**config.mk**
```make
export PLATFORM = sky130hd
export DESIGN_NAME = board_io_conditioner
export DESIGN_NICKNAME = d
export VERILOG_FILES = /design/src/rtl/board_io_conditioner.sv
export SDC_FILE = /design/constraint.sdc
export NUM_CORES = 1
export LEC_CHECK = 0
export BUFFER_PORTS_ARGS = -buffer_cell sky130_fd_sc_hd__buf_2
export CORE_MARGIN = 2
export CORE_UTILIZATION = 45
export DETAILED_ROUTE_END_ITERATION = 8
export GPL_ROUTABILITY_DRIVEN = 0
export GPL_TIMING_DRIVEN = 0
export PLACE_DENSITY_LB_ADDON = 0.1
export SKIP_LAST_GASP = 1
export SLEW_MARGIN = 10
export SYNTH_ARGS = -nofsm -noshare
export SYNTH_HDL_FRONTEND = slang
export SYNTH_SLANG_ARGS = --single-unit
```
**constraint.sdc**
```tcl
create_clock -name clk -period 1.6 [get_ports clk]
set_input_delay 0.08 -clock clk [delete_from_list [all_inputs] [get_ports clk]]
set_output_delay 0.08 -clock clk [all_outputs]
set_load 0.02 [all_outputs]
```
**src/rtl/board_io_conditioner.sv**
```systemverilog
// Board input conditioner: synchronises and debounces raw keys, emits press/release pulses,
// and sequences a stretched active-low system reset from PLL lock and an optional reset key.
module board_io_conditioner #(
    parameter int NUM_KEYS       = 5,
    parameter bit KEY_ACTIVE_LOW = 1'b1,
    parameter int SYNC_STAGES    = 2,
    parameter int DEBOUNCE_COUNT = 50000,
    parameter int RESET_KEY      = 2,
    parameter int RESET_STRETCH  = 256
) (
    input  logic                clk,
    input  logic                reset_n,
    input  logic                pll_locked,
    input  logic [NUM_KEYS-1:0] keys_in,
    output logic [NUM_KEYS-1:0] keys_out,
    output logic [NUM_KEYS-1:0] key_pressed,
    output logic [NUM_KEYS-1:0] key_released,
    output logic                sys_reset_n,
    output logic [1:0]          reset_state
);

    typedef enum logic [1:0] {
        ST_HOLD  = 2'd0,
        ST_COUNT = 2'd1,
        ST_RUN   = 2'd2
    } seq_state_t;

    localparam int DB_W = $clog2(DEBOUNCE_COUNT + 1);
    localparam int ST_W = (RESET_STRETCH > 1) ? $clog2(RESET_STRETCH) : 1;
    localparam logic [DB_W-1:0]     DB_LAST  = DB_W'(DEBOUNCE_COUNT - 1);
    localparam logic [ST_W-1:0]     ST_LAST  = ST_W'(RESET_STRETCH - 1);
    localparam logic [NUM_KEYS-1:0] KEY_IDLE = {NUM_KEYS{KEY_ACTIVE_LOW}};

    logic [NUM_KEYS-1:0]    key_sync [SYNC_STAGES];
    logic [SYNC_STAGES-1:0] pll_sr;
    logic [NUM_KEYS-1:0]    key_level;
    logic                   pll_sync;
    logic [DB_W-1:0]        db_cnt [NUM_KEYS];
    logic                   reset_key_active;
    logic                   ok;
    seq_state_t             state;
    logic [ST_W-1:0]        st_cnt;

    // Key synchronisers start at the idle raw level so reset never looks like a press.
    always_ff @(posedge clk or negedge reset_n) begin
        if (!reset_n) begin
            for (int i = 0; i < SYNC_STAGES; i++) key_sync[i] <= KEY_IDLE;
            pll_sr <= '0;
        end else begin
            // NOTE: non-blocking assignments let the shift chain read last-cycle values in any order.
            key_sync[0] <= keys_in;
            for (int i = 1; i < SYNC_STAGES; i++) key_sync[i] <= key_sync[i-1];
            pll_sr <= {pll_sr[SYNC_STAGES-2:0], pll_locked};
        end
    end

    assign key_level = key_sync[SYNC_STAGES-1] ^ KEY_IDLE;
    assign pll_sync  = pll_sr[SYNC_STAGES-1];

    always_ff @(posedge clk or negedge reset_n) begin
        if (!reset_n) begin
            // NOTE: the counter array is reset too, so a half-finished debounce cannot survive a reset.
            for (int i = 0; i < NUM_KEYS; i++) db_cnt[i] <= '0;
            keys_out     <= '0;
            key_pressed  <= '0;
            key_released <= '0;
        end else begin
            for (int i = 0; i < NUM_KEYS; i++) begin
                key_pressed[i]  <= 1'b0;
                key_released[i] <= 1'b0;
                if (key_level[i] == keys_out[i]) begin
                    db_cnt[i] <= '0;
                end else if (db_cnt[i] == DB_LAST) begin
                    db_cnt[i]       <= '0;
                    keys_out[i]     <= key_level[i];
                    key_pressed[i]  <= key_level[i];
                    key_released[i] <= ~key_level[i];
                end else begin
                    db_cnt[i] <= db_cnt[i] + DB_W'(1);
                end
            end
        end
    end

    if (RESET_KEY >= 0) begin : g_reset_key
        assign reset_key_active = keys_out[RESET_KEY];
    end else begin : g_no_reset_key
        assign reset_key_active = 1'b0;
    end

    assign ok = pll_sync & ~reset_key_active;

    // The stretch counter parks at its last value in RUN, so it never passes RESET_STRETCH-1.
    always_ff @(posedge clk or negedge reset_n) begin
        if (!reset_n) begin
            state       <= ST_HOLD;
            st_cnt      <= '0;
            sys_reset_n <= 1'b0;
        end else begin
            case (state)
                ST_HOLD: begin
                    sys_reset_n <= 1'b0;
                    if (ok) begin
                        state  <= ST_COUNT;
                        st_cnt <= '0;
                    end
                end
                ST_COUNT: begin
                    if (!ok) begin
                        state  <= ST_HOLD;
                        st_cnt <= '0;
                    end else if (st_cnt == ST_LAST) begin
                        state       <= ST_RUN;
                        sys_reset_n <= 1'b1;
                    end else begin
                        st_cnt <= st_cnt + ST_W'(1);
                    end
                end
                ST_RUN: begin
                    if (!ok) begin
                        state       <= ST_HOLD;
                        sys_reset_n <= 1'b0;
                    end
                end
                default: begin
                    state       <= ST_HOLD;
                    sys_reset_n <= 1'b0;
                end
            endcase
        end
    end

    assign reset_state = state;

endmodule

```
==> out/results.txt <==
status -> finished, final reports clean
vias in the first global route -> 3975
DRT met1 WL -> 5280 um
grt total ovfl -> 0
synthesis-stage register bit count -> 118
crit share post-route -> 0.992
startpoint types -> register
CTS Buf Count -> 17
highest routed metal layer -> met4
layout net count -> 640
crit path kind -> reg2reg
Worst Setup EP -> db_cnt[30]
Post-Route Skew -> 0.00712 ns
Final Critical Period -> 1.59 ns
DRT Pass-1 Iters -> 4
Routed met3 length -> 369 um
Synth Area in XOR/XNOR -> 0.115
Global Route Usage Sum -> 0.179
critical path capture point type -> register
vias per cell -> 5.37
DRC viols -> 0
Seq/Total Area, Yosys -> 0.547
Core Box Area -> 11900 um2
Leak -> 2.85 nW
main combinational cell family by area after synthesis -> simple AND/OR/NAND/NOR gates
DP Wirelength -> 6670 um
Clock Pin Slew Worst Setup and Hold Paths -> 0.05 ns
antenna-violating nets left -> 0
commonest non-fill, non-tap cell in the layout -> dfrtp_1
Critical Path RT -> 1.93 ns
initial antenna violation count -> 0
Synth Warn # -> 0
layout cells sized above 1 -> 0.255
die footprint -> 13000 um2
Critical Path AT -> 1.92 ns
Post-synth EDFFs -> 0
post-synthesis cell count -> 534
Synth async-reset ratio -> 1.00
setup violators final -> 0
area fraction in compound gates after synthesis -> 0.0434
CTS Sinks -> 118
reg-to-reg critical path startpoint -> db_cnt[21]
first-pass GRT wire length -> 18500 um
average cell area after synthesis -> 10.2 um2
Slew @ Worst Pin -> 0.468 ns
depth of the worst register-to-register path -> 4
Boundary Pins -> 26
Max-Cap Viols -> 0
Finished Core Util -> 0.586
RSZ-0062 raised after global routing -> yes
final hold violations -> 0
commonest non-fill, non-tap cells in the layout -> dfrtp_1, nor2_1, xnor2_1
Slew HR -> 0.688
Top FF cell, synth -> dfrtp_1
DRT iter0 DRCs -> 290
H-Tree Level Count -> 4
drt wl/cell -> 14.3 um
Initial Util -> 0.455
Vias -> 4222
Layout area overhead -> 28.7%
row count -> 40
Hold/Removal Path Class -> in2async
clock latency on the worst-skew pair -> 0.41 ns
antenna cells -> 0
final setup TNS -> 0 ns
worst-path maximum fanout -> 6
CTS tree -> done
reg-to-reg endpoint -> db_cnt[30]
Slew Limit Fails -> 0
CTS root buf -> clkbuf_16
Synth Net Count -> 548
f_max -> 0.630 GHz
largest net degree at the start of global routing -> 92
Peak supply drop -> 0.704 mV
R2R setup slack -> 0.01 ns
PwrDens -> 973 nW/um2
drt total wl -> 11300 um
mux cell area share after synthesis -> 0.00369
Synth Area in Adders -> 0.0138
crit path from -> db_cnt[21]
die height -> 114 um
Synth cell types -> 44
Mapped Area -> 5430 um2
met2 wire len -> 5380 um
input/output buffers -> 25
Longest Clk Path Bufs -> 2
die width -> 114 um
Synth Area in Simple Gates -> 0.261
per-stage QoR:
step                      instance area (um2)  instances  worst slack [ns]  hold slack (ns)  total power, mW
after floorplan                          5440        534           -0.0587           -0.216             3.24
after global routing                     6980        786            -0.112            0.119             7.06
after detailed placement                 5790        707            -0.385          -0.0282             3.36
after global placement                   5750        706             -1.23            0.185             3.35
after CTS                                6580        760           -0.0297            0.107             6.83
final                                    6980        786            0.0123            0.114             6.80
report_power, final:
group | total [mW] | switching, mW | internal (mW)
registers | 3.11 | 0.0592 | 3.05
logic | 0.301 | 0.165 | 0.136
clock network | 3.38 | 1.23 | 2.16
logic make-up after synthesis:
| family | Yosys count |
|---|---|
| AO/OA/AOI/OAI | 37 |
| XOR/XNOR | 71 |
| adder cells (fa/ha/maj) | 6 |
| buffers and inverters | 24 |
| flip-flops | 118 |
| multiplexers | 2 |
| AND/OR/NAND/NOR | 276 |
critical path, stage by stage, from the launching register on:
cell and delay, ns:
dfrtp_1 0.38, nand3_2 0.10, or3_4 0.42, or4_1 0.48
a21oi_1 0.14
per-layer routing:
layer | GRT usage | up-vias
li1 | - | 2057
met1 | 0.235 | 2067
met2 | 0.281 | 76
met3 | 0.0579 | 22
met4 | 0.0659 | 0
met5 | 0 | -
sequential cells by signal, indices dropped and copies added, names as in the netlist:
name,cells
pll_sr,2
key_released,5
reset_state,2
key_sync,10
st_cnt,8
sys_reset_n,1
keys_out,5
db_cnt,80
key_pressed,5
cells in the mapped netlist, types with 3 or more instances:
| cell | instances | area share |
|---|---|---|
| nand4_1 | 24 | 0.028 |
| xnor2_1 | 57 | 0.092 |
| nor4_1 | 16 | 0.018 |
| and4_1 | 4 | 0.0065 |
| xor2_1 | 14 | 0.023 |
| o31ai_1 | 5 | 0.0069 |
| inv_1 | 14 | 0.0097 |
| a21oi_1 | 6 | 0.0055 |
| and3_1 | 10 | 0.012 |
| nor3_1 | 23 | 0.021 |
| nor2_1 | 95 | 0.066 |
| o21ai_0 | 12 | 0.011 |
| nand2_1 | 38 | 0.026 |
| dfstp_2 | 10 | 0.048 |
| nor4bb_1 | 9 | 0.017 |
| nand3_1 | 28 | 0.026 |
| clkbuf_1 | 8 | 0.0055 |
| dfrtp_1 | 108 | 0.50 |
| nor4b_1 | 4 | 0.0065 |
| ha_1 | 6 | 0.014 |
| or4_1 | 4 | 0.0055 |
| nand2b_1 | 3 | 0.0035 |
area by class of cell:
type                       count  area [um2]
buffer                         5        52.6
clock inverter                 6        55.1
inverter                      14        52.6
timing repair buffer          78         571
clock buffer                  26         469
multi-input combinational    392        2620
tap                          147         184
sequential                   118        2980
fill                         981        4930
repair_timing:
item | 4_1_cts | 5_1_grt
gates resized for setup | 25 | 45
endpoints found under the hold margin | 115 | 0
buffers inserted | 17 | 28
hold buffers | 7 | 0
endpoints found under the setup margin | 73 | 73
pin swaps | 11 | 26
how the worst min path moves through the flow:
stage,cells after the start,end
5_1_grt,2,db_cnt[13]
2_1_floorplan,0,db_cnt[0]
3_5_place_dp,1,db_cnt[7]
6_report,2,db_cnt[7]
4_1_cts,2,db_cnt[13]
3_3_place_gp,1,key_sync[5]
(Power assumes the default switching activity.)
